<file path="src/rtl/hue_pkg.sv">
// Shared hue-path constants and the per-stage record of the restoring divider.
package hue_pkg;

    localparam int HUE_DIVIDEND_W     = 8;
    localparam int HUE_DIVISOR_W      = 8;
    localparam int HUE_FRAC_W         = 8;
    // The hue stage-1 delay line is sized from this value, so keep them tied.
    localparam int HUE_DIVIDE_LATENCY = HUE_DIVIDEND_W + HUE_FRAC_W;

    typedef struct packed {
        logic                          vld;
        logic [HUE_DIVISOR_W:0]        rem;
        logic [HUE_DIVISOR_W-1:0]      dvs;
        logic [HUE_DIVIDEND_W-1:0]     dvd;
        logic [HUE_DIVIDE_LATENCY-1:0] quo;
        logic                          dbz;
    } hue_div_stage_t;

endpackage

</file>
<file path="src/rtl/hue_div_stage.sv">
// One registered restoring-division step; BIT_IDX picks the dividend bit or a zero shift-in.
module hue_div_stage #(
    parameter int DIVIDEND_W = 8,
    parameter int DIVISOR_W  = 8,
    parameter int QUO_W      = 16,
    parameter int BIT_IDX    = 0
) (
    input  logic                  i_clk,
    input  logic                  i_rstn,
    input  logic                  i_vld,
    input  logic [DIVISOR_W:0]    i_rem,
    input  logic [DIVISOR_W-1:0]  i_dvs,
    input  logic [DIVIDEND_W-1:0] i_dvd,
    input  logic [QUO_W-1:0]      i_quo,
    input  logic                  i_dbz,
    output logic                  o_vld,
    output logic [DIVISOR_W:0]    o_rem,
    output logic [DIVISOR_W-1:0]  o_dvs,
    output logic [DIVIDEND_W-1:0] o_dvd,
    output logic [QUO_W-1:0]      o_quo,
    output logic                  o_dbz
);

    logic                  w_bit;
    logic [DIVISOR_W+1:0]  w_rsh;
    logic [DIVISOR_W+1:0]  w_diff;
    logic                  w_ge;
    logic [QUO_W-1:0]      w_quo;

    logic                  r_vld;
    logic [DIVISOR_W:0]    r_rem;
    logic [DIVISOR_W-1:0]  r_dvs;
    logic [DIVIDEND_W-1:0] r_dvd;
    logic [QUO_W-1:0]      r_quo;
    logic                  r_dbz;

    generate
        if (BIT_IDX < DIVIDEND_W) begin : g_int
            assign w_bit = i_dvd[DIVIDEND_W-1-BIT_IDX];
        end else begin : g_frac
            assign w_bit = 1'b0;
        end
    endgenerate

    // With a nonzero divisor the shifted remainder is below 2*divisor, so the
    // top bit of the difference is exactly the borrow.
    assign w_rsh  = {i_rem, w_bit};
    assign w_diff = w_rsh - {2'b00, i_dvs};
    assign w_ge   = ~w_diff[DIVISOR_W+1];

    always_comb begin
        w_quo                   = i_quo;
        w_quo[QUO_W-1-BIT_IDX]  = w_ge;
    end

    always_ff @(posedge i_clk) begin
        if (!i_rstn) r_vld <= 1'b0;
        else         r_vld <= i_vld;
    end

    always_ff @(posedge i_clk) begin
        if (i_vld) begin
            r_rem <= w_ge ? w_diff[DIVISOR_W:0] : w_rsh[DIVISOR_W:0];
            r_dvs <= i_dvs;
            r_dvd <= i_dvd;
            r_quo <= w_quo;
            r_dbz <= i_dbz;
        end
    end

    assign o_vld = r_vld;
    assign o_rem = r_rem;
    assign o_dvs = r_dvs;
    assign o_dvd = r_dvd;
    assign o_quo = r_quo;
    assign o_dbz = r_dbz;

endmodule

</file>
<file path="src/rtl/hue_divider.sv">
// Fixed-latency pipelined unsigned divider returning {quotient, fraction} plus a dbz flag.
// HUE_DIV_DBZ_SATURATE_EN: when defined, dbz results drive all-ones data instead of zero.
module hue_divider import hue_pkg::*; #(
    parameter int DIVIDEND_W = HUE_DIVIDEND_W,
    parameter int DIVISOR_W  = HUE_DIVISOR_W,
    parameter int FRAC_W     = HUE_FRAC_W
) (
    input  logic                         i_clk,
    input  logic                         i_rstn,
    input  logic [DIVIDEND_W-1:0]        s_axis_dividend_tdata,
    input  logic                         s_axis_dividend_tvalid,
    input  logic [DIVISOR_W-1:0]         s_axis_divisor_tdata,
    input  logic                         s_axis_divisor_tvalid,
    output logic [DIVIDEND_W+FRAC_W-1:0] m_axis_dout_tdata,
    output logic                         m_axis_dout_tvalid,
    output logic                         m_axis_dout_tuser
);

    localparam int LATENCY = DIVIDEND_W + FRAC_W;

`ifdef HUE_DIV_DBZ_SATURATE_EN
    localparam logic [LATENCY-1:0] DBZ_DATA = '1;
`else
    localparam logic [LATENCY-1:0] DBZ_DATA = '0;
`endif

    logic [LATENCY:0]                 w_vld;
    logic [LATENCY:0][DIVISOR_W:0]    w_rem;
    logic [LATENCY:0][DIVISOR_W-1:0]  w_dvs;
    logic [LATENCY:0][DIVIDEND_W-1:0] w_dvd;
    logic [LATENCY:0][LATENCY-1:0]    w_quo;
    logic [LATENCY:0]                 w_dbz;
    logic                             w_unused;

    logic                             r_vld;
    logic [LATENCY-1:0]               r_data;
    logic                             r_user;

    assign w_vld[0] = s_axis_dividend_tvalid & s_axis_divisor_tvalid;
    assign w_rem[0] = '0;
    assign w_dvs[0] = s_axis_divisor_tdata;
    assign w_dvd[0] = s_axis_dividend_tdata;
    assign w_quo[0] = '0;
    assign w_dbz[0] = (s_axis_divisor_tdata == '0);

    generate
        for (genvar k = 0; k < LATENCY; k++) begin : g_stage
            hue_div_stage #(
                .DIVIDEND_W (DIVIDEND_W),
                .DIVISOR_W  (DIVISOR_W),
                .QUO_W      (LATENCY),
                .BIT_IDX    (k)
            ) u_stage (
                .i_clk  (i_clk),
                .i_rstn (i_rstn),
                .i_vld  (w_vld[k]),
                .i_rem  (w_rem[k]),
                .i_dvs  (w_dvs[k]),
                .i_dvd  (w_dvd[k]),
                .i_quo  (w_quo[k]),
                .i_dbz  (w_dbz[k]),
                .o_vld  (w_vld[k+1]),
                .o_rem  (w_rem[k+1]),
                .o_dvs  (w_dvs[k+1]),
                .o_dvd  (w_dvd[k+1]),
                .o_quo  (w_quo[k+1]),
                .o_dbz  (w_dbz[k+1])
            );
        end
    endgenerate

    // Remainder, divisor and dividend have no consumer past the final step.
    assign w_unused = ^{w_rem[LATENCY], w_dvs[LATENCY], w_dvd[LATENCY]};

    always_ff @(posedge i_clk) begin
        if (!i_rstn) begin
            r_vld  <= 1'b0;
            r_data <= '0;
            r_user <= 1'b0;
        end else begin
            r_vld  <= w_vld[LATENCY];
            r_user <= w_vld[LATENCY] & w_dbz[LATENCY];
            if (!w_vld[LATENCY])     r_data <= '0;
            else if (w_dbz[LATENCY]) r_data <= DBZ_DATA;
            else                     r_data <= w_quo[LATENCY];
        end
    end

    assign m_axis_dout_tvalid = r_vld;
    assign m_axis_dout_tdata  = r_data;
    assign m_axis_dout_tuser  = r_user;

endmodule

</file>
<file path="config.mk">
export PLATFORM = sky130hd
export DESIGN_NAME = hue_divider
export DESIGN_NICKNAME = d
export VERILOG_FILES = /design/src/rtl/hue_pkg.sv /design/src/rtl/hue_div_stage.sv /design/src/rtl/hue_divider.sv
export SDC_FILE = /design/constraint.sdc
export NUM_CORES = 1
export LEC_CHECK = 0
export CAP_MARGIN = 20
export CORE_MARGIN = 2
export CORE_UTILIZATION = 40
export CTS_CLUSTER_DIAMETER = 80
export DETAILED_ROUTE_END_ITERATION = 8
export DONT_BUFFER_PORTS = 1
export GPL_ROUTABILITY_DRIVEN = 1
export PLACE_DENSITY = 0.61
export SETUP_SLACK_MARGIN = 0.3
export SLEW_MARGIN = 10
export SYNTH_ARGS = -nofsm -noshare
export SYNTH_HDL_FRONTEND = slang
export SYNTH_SLANG_ARGS = --single-unit
</file>
<file path="constraint.sdc">
create_clock -name i_clk -period 2.8 [get_ports i_clk]
set_input_delay 0.28 -clock i_clk [delete_from_list [all_inputs] [get_ports i_clk]]
set_output_delay 0.28 -clock i_clk [all_outputs]
set_load 0.01 [all_outputs]
</file>
==> impl_metrics.ini, run 1 <==
[status]
status = finished clean

[route]
postRouteAntennaNets = 0
drc = 0
wirelength_um = 33300
via_per_inst = 4.87
drtPass1Iterations = 5
wl_per_cell_um = 14.6
drtIter0Drc = 614
dr_total_vias = 11100

[pwr]
p_clk_share_pct = 46.2
seqPwrFrac_pct = 51.5
power.density_nw_per_um2 = 619
p_sw_share_pct = 20.1
p_switching_w = 0.00299
p_comb_share_pct = 2.3
internal_power_w = 0.0119
leakagePower_nw = 8.98
vdd_drop_max_v = 0.000490

[synth]
syn-cell-area_um2 = 21000
yosysTopAreaCell = edfxtp_1
synthTopCellsByArea = edfxtp_1 62%, ha_1 6.8%, mux2_2 3.3%, dfxtp_1 3.2%, inv_1 2.7%
ys_async_sr_fraction_pct = 0
ys_warn_count = 0
ys_seq_area_share_pct = 65.5
ys_seq_elements = 469
syn_inst = 1456
syn_avg_cell_area_um2 = 14.4
yosys.cell_types.count = 57
synth_flop_cell = edfxtp_1
netlist.area_leader.share_pct = 62.3
synth-edff-count = 435

[timing]
rsz0062_at_grt = false
fin_setup_tns_ns = 0
fin_crit_sh_pct = 84.5
clock.fmax_mhz = 423
finalSetupViolCount = 0
relSlewSlack_pct = 50.2
fin_crit_ns = 2.36
fin_worst_skew_ns = 0.0724
slew_violations = 0
worst_pin_slew_ns = 0.745
hold_violations = 0

[clock_network]
clock-sinks = 469
clock_latency_ns = 0.61
cts_buffer_depth = 3
cts_root_buf = clkbuf_16
cts_tree = done
cts_inserted_buffers = 51
htree_levels = 2
clk_pin_slew_ns = 0.06

[final_layout]
diodes = 0
drive_gt1_share_pct = 13.4
area_growth_pct = 14.7
final_area_um2 = 24000
finalNetCount = 1700
n_fill_cell = 4424

[worst_setup_path]
arrival_ns = 2.72
setup.reg_to_reg.worst_slack_ns = 0.44
worst_r2r_path_depth = 8
path_cells = inv_1 -> ha_1 -> nor2b_1 -> o2111ai_1 -> a21oi_2 -> nor2_4 -> xnor2_4 -> mux2_2
crit_required_ns = 3.15
worstSetupPathType = reg2reg
worstReg2RegEnd = g_stage[3].u_stage.o_rem[3]$_DFFE_PP_
startpoint_type = flop
end_kind = flop
cpMaxStageDelayCell = edfxtp_1
timing.rr.start = g_stage[2].u_stage.o_dvs[1]$_DFFE_PP_
max_stage_delay_ns = 0.41
critPathMaxFanout = 8

[grt]
grtUsageTotal_pct = 12.6
grt_pass1_wl_um = 55300
grt_pass1_vias = 11300
overflow = 0
grt_max_degree = 35
antenna_found_initial = 0

[floorplan]
dieArea_um2 = 54300
rows = 83
io_pins = 38
die_w_um = 233
die_h_um = 233
core_area_um2 = 51600
start_util_pct = 40.6

[placement]
gp_congestion = 0.858
port_buffers = 0
dpl_cell_area_um2 = 21900
hpwlAfterDp_um = 24200

[min_path]
hold_class = in2reg
holdPathEnd = g_stage[0].u_stage.o_dbz$_DFFE_PP_
hold_start = s_axis_divisor_tdata[5]
worstHoldPathCells = 3

[flow_run]
drv_cap = 0
==> power by group through the flow <==
stage               Clock (W)  Combinational (W)  Sequential, W
floorplan                   0           0.000246        0.00781
global placement            0           0.000307        0.00782
detailed placement          0           0.000314        0.00782
CTS                   0.00709           0.000342        0.00767
global route          0.00736           0.000393        0.00767
finish                0.00688           0.000348        0.00767
==> placed cells by master (no fill, tap or decap), drive strengths merged, types with 4 or more instances in the layout <==
master       count
inv            155
fa              14
bufinv           6
nor2b           28
a311oi           7
o2111ai          8
o211ai           9
mux2i           22
conb             4
xnor2           71
o21a            26
nor2            85
and3             9
nand2           34
clkinv          13
clkinvlp         6
or2              6
ha             114
o221ai           7
a21boi           4
xor2            22
a21oi           91
edfxtp         435
a211oi           8
mux2            66
clkbuf          67
and2            46
dfxtp           34
o21ai           38
nand2b          18
o22a             5
o31a            10
buf             34
a31oi           12
a21o            21
nor3             6
dlygate4sd3     19
nand3           16
==> registers in the layout (all words and copies together) (netlist names) <==
| name | flops |
|---|---|
| g_stage.u_stage.o_dvs | 120 |
| g_stage.u_stage.o_dvd | 28 |
| g_stage.u_stage.o_quo | 136 |
| m_axis_dout_tuser | 1 |
| g_stage.u_stage.o_dbz | 16 |
| g_stage.u_stage.o_vld | 16 |
| m_axis_dout_tdata | 16 |
| g_stage.u_stage.o_rem | 135 |
| m_axis_dout_tvalid | 1 |
==> kinds of logic after synthesis <==
logic type | after synthesis | synth area share, %
adders and majority gates | 128 | 8.14
buffers and inverters | 165 | 3.04
xor gates and xnor gates | 93 | 4.37
and+or+nand+nor | 255 | 6.26
other | 1 | 0.0179
muxes | 88 | 4.68
AOI/OAI and AO/OA | 257 | 7.96
DFF | 469 | 65.5
==> Yosys cell counts, types with 4 or more instances <==
cell	number
xor2_1	22
o31a_1	10
and2_1	43
o221ai_1	7
mux2_2	61
or2_2	5
xnor2_4	5
a211oi_1	8
nor2_1	81
a311oi_1	7
buf_2	7
nand3_1	16
mux2i_1	22
o2111ai_1	8
a31oi_1	12
a21boi_0	4
o21ai_0	38
inv_1	152
ha_1	114
mux2_4	5
xnor2_1	65
o22a_1	5
fa_1	14
nor2_4	4
nand2_1	34
nor3_1	6
o211ai_1	9
o21a_1	26
a21oi_1	89
edfxtp_1	435
nand2b_1	18
and3_1	9
a21o_1	20
nor2b_1	28
dfxtp_1	34
==> metrics by stage <==
step                worst slack (ns)  total power [W]  utilization [%]  hold WS, ns  std cells
finish                         0.435           0.0149             46.6       0.0705       2274
global route                   0.306           0.0154             46.6       0.0599       2274
CTS                            0.337           0.0151             46.3       0.0215       2263
detailed placement             0.331          0.00813             42.5        0.379       2149
global placement               0.388          0.00812             42.5        0.379       2149
floorplan                      0.582          0.00806                -        0.379       1459
==> what timing repair did <==
item                                    4_1_cts  5_1_grt
buffers inserted                              0       11
gates cloned                                  0        0
hold endpoints to repair                     38        0
pin swaps                                     0        8
gates resized for setup                       1       12
hold buffers                                 19        0
endpoints found under the setup margin        2       38
==> cell type report <==
cell class	count	area (µm²)	area share [%]
Tap cell	680	851	3.54
Multi-Input combinational cell	825	6650	27.7
Clock buffer	67	1390	5.76
Inverter	152	571	2.37
Clock inverter	28	387	1.61
Timing Repair Buffer	53	458	1.90
Sequential cell	469	13700	57.1
==> how the worst max path moves through the flow <==
stage,slack [ns],end,from,cells past startpoint
global placement,0.39,g_stage[9].u_stage.o_rem[3]$_DFFE_PP_,g_stage[8].u_stage.o_dvs[1]$_DFFE_PP_,8
finish,0.44,g_stage[3].u_stage.o_rem[3]$_DFFE_PP_,g_stage[2].u_stage.o_dvs[1]$_DFFE_PP_,8
CTS,0.34,g_stage[14].u_stage.o_rem[6]$_DFFE_PP_,g_stage[13].u_stage.o_dvs[1]$_DFFE_PP_,7
floorplan,0.58,g_stage[9].u_stage.o_rem[2]$_DFFE_PP_,g_stage[8].u_stage.o_dvs[1]$_DFFE_PP_,9
detailed placement,0.33,g_stage[9].u_stage.o_rem[3]$_DFFE_PP_,g_stage[8].u_stage.o_dvs[1]$_DFFE_PP_,8
global route,0.31,g_stage[2].u_stage.o_rem[8]$_DFFE_PP_,g_stage[1].u_stage.o_dvs[2]$_DFFE_PP_,9
==> routing by layer <==
metal | vias up | wire length (µm) | track usage (%)
li1 | 5533 | - | -
met4 | 0 | 912 | 4.52
met3 | 64 | 1010 | 2.11
met2 | 152 | 17800 | 24.1
met5 | - | 0 | 0
met1 | 5325 | 13500 | 13.9
==> worst max-delay path: cells and delay by family, from the launching register on <==
kind / cells / cell delay [ns]
DFF: 1 / 0.41
muxes: 1 / 0.37
xor gates and xnor gates: 1 / 0.30
adders and majority gates: 1 / 0.27
buffers and inverters: 1 / 0.06
AOI/OAI and AO/OA: 2 / 0.45
and+or+nand+nor: 2 / 0.25
Power figures use the tool's default switching activity.
==> inputs of run 2 (changes only) <==
- clock period: 2.8 -> 2.4 ns (I/O delays scaled with it)
==> run 2 against run 1 <==
Against the previous run: clock-buffer cell count rose by 5; largest cell class unchanged; clock skew fell by 0.032 ns; worst setup slack worse by 0.30 ns; non-clock buffer count rose by 141; combinational power up 69%.
==> impl_metrics.ini, run 2 (synthesis gave the netlist of run 1 again) <==
[route]
drc = 0
postRouteAntennaNets = 0
wirelength_um = 37100
via_per_inst = 4.92
dr_total_vias = 11900
drtIter0Drc = 503
drtPass1Iterations = 5
wl_per_cell_um = 15.4

[timing]
clock.fmax_mhz = 442
fin_crit_sh_pct = 94.3
worst_pin_slew_ns = 0.763
fin_ws_ns = 0.138
relSlewSlack_pct = 49.1
rsz0062_at_grt = true
fin_crit_ns = 2.26
finalSetupViolCount = 0
holdWs_ns = 0.0339
fin_worst_skew_ns = 0.0406
slew_violations = 0
hold_violations = 0

[floorplan]
io_pins = 38
die_w_um = 233
start_util_pct = 40.6
dieArea_um2 = 54300
die_h_um = 233
rows = 83
core_area_um2 = 51600

[grt]
overflow = 0
use_met1_pct = 15.5
use_met3_pct = 2.55
grt_pass1_wl_um = 60300
globalRouteMet2Util_pct = 25.8
top_usage_layer = met2
grt_max_degree = 35
grt_pass1_vias = 12200
antenna_found_initial = 0
grtUsageTotal_pct = 13.7

[placement]
gp_congestion = 0.833
hpwlAfterDp_um = 24700
port_buffers = 0
pre_cts_slack_ns = -0.0110

[worst_setup_path]
worstSetupPathType = reg2reg
end_kind = flop
crit_required_ns = 2.72
startpoint_type = flop
critPathMaxFanout = 2
arrival_ns = 2.58

[clock_network]
htree_levels = 2
cts_root_buf = clkbuf_16
cts_tree = done
cts_buffer_depth = 3
cts_inserted_buffers = 49
clock_latency_ns = 0.60
clk_pin_slew_ns = 0.06
clock-sinks = 469

[pwr]
power.density_nw_per_um2 = 621
leakagePower_nw = 9.98
vdd_drop_max_v = 0.000614

[final_layout]
n_fill_cell = 4125
area_growth_pct = 28.1
final_core_util_pct = 52.0
drive_gt1_share_pct = 32.9
finalNetCount = 1839
layout_common_cells = 435 x edfxtp_1, 145 x buf_4, 121 x inv_1, 73 x nor2_1, 64 x mux2_4
largest_reg_flops = 136
diodes = 0
layout_commonest_cell = edfxtp_1

[flow_run]
drv_cap = 0

[min_path]
hold_class = in2reg

[status]
status = finished clean
[run 2: cell types whose count changed in the layout (fill, tap and decap cells not counted), moves of 39 or more]
| cell | change |
|---|---|
| a21oi_1 | -39 |
| buf_4 | +112 |
| ha_1 | -69 |
| ha_4 | +62 |
| mux2_4 | +59 |
| mux2_2 | -59 |
[run 2: worst max-delay path, cell delays in order (launching register included)]
cell and delay (ns):
edfxtp_1 0.43, ha_4 0.20, fa_2 0.40, nor2b_2 0.13, o31a_1 0.17, o21a_1 0.16
o211ai_1 0.12, and3_1 0.17, o22a_1 0.19
[run 2: area by class of cell]
cell class                      instances  area (µm²)  area share, %
Multi-Input combinational cell        825        8490           31.6
Clock buffer                           72        1360           5.07
Sequential cell                       469       13700           51.2
Inverter                              152         571           2.12
Tap cell                              680         851           3.17
Clock inverter                         18         173          0.643
Timing Repair Buffer                  194        1660           6.20
[run 2: worst paths after layout]
path	slack, ns	to	from	cells after the start
worst min register to register	0.41	g_stage[4].u_stage.o_dvd[2]$_DFFE_PP_	g_stage[3].u_stage.o_dvd[2]$_DFFE_PP_	0
worst min-delay path	0.03	g_stage[0].u_stage.o_rem[0]$_DFFE_PP_	s_axis_divisor_tdata[0]	2
worst max-delay path	0.14	g_stage[6].u_stage.o_rem[8]$_DFFE_PP_	g_stage[5].u_stage.o_dvs[0]$_DFFE_PP_	8
worst max register to register	0.14	g_stage[6].u_stage.o_rem[8]$_DFFE_PP_	g_stage[5].u_stage.o_dvs[0]$_DFFE_PP_	8
[run 2: power by group]
| part | switching [W] | total, W | internal [W] |
|---|---|---|---|
| Sequential | 0.0000393 | 0.00895 | 0.00891 |
| Clock | 0.00308 | 0.00715 | 0.00407 |
| Combinational | 0.000262 | 0.000588 | 0.000326 |
[run 2: timing repair]
action | 4_1_cts | 5_1_grt
pin swaps | 57 | 90
cloned | 1 | 0
setup buffers | 81 | 53
resized for setup | 171 | 172
setup endpoints to repair | 105 | 122
hold buffers | 19 | 0
endpoints found under the hold margin | 38 | 0
[run 2: routing by layer]
layer  wire (µm)  vias up
met2       19900      163
met4        1070        0
met3        1070       82
met5           0        -
li1            -     5794
met1       15100     5820
[run 2: metrics by stage]
step | total power [W] | std cells | cell area (µm²) | TNS, ns
2_1_floorplan | 0.00943 | 1459 | 21300 | 0
3_3_place_gp | 0.00951 | 2166 | 22400 | 0
3_5_place_dp | 0.00952 | 2166 | 22400 | -0.0147
4_1_cts | 0.0169 | 2357 | 25700 | 0
5_1_grt | 0.0173 | 2410 | 26900 | 0
6_report | 0.0167 | 2410 | 26900 | 0
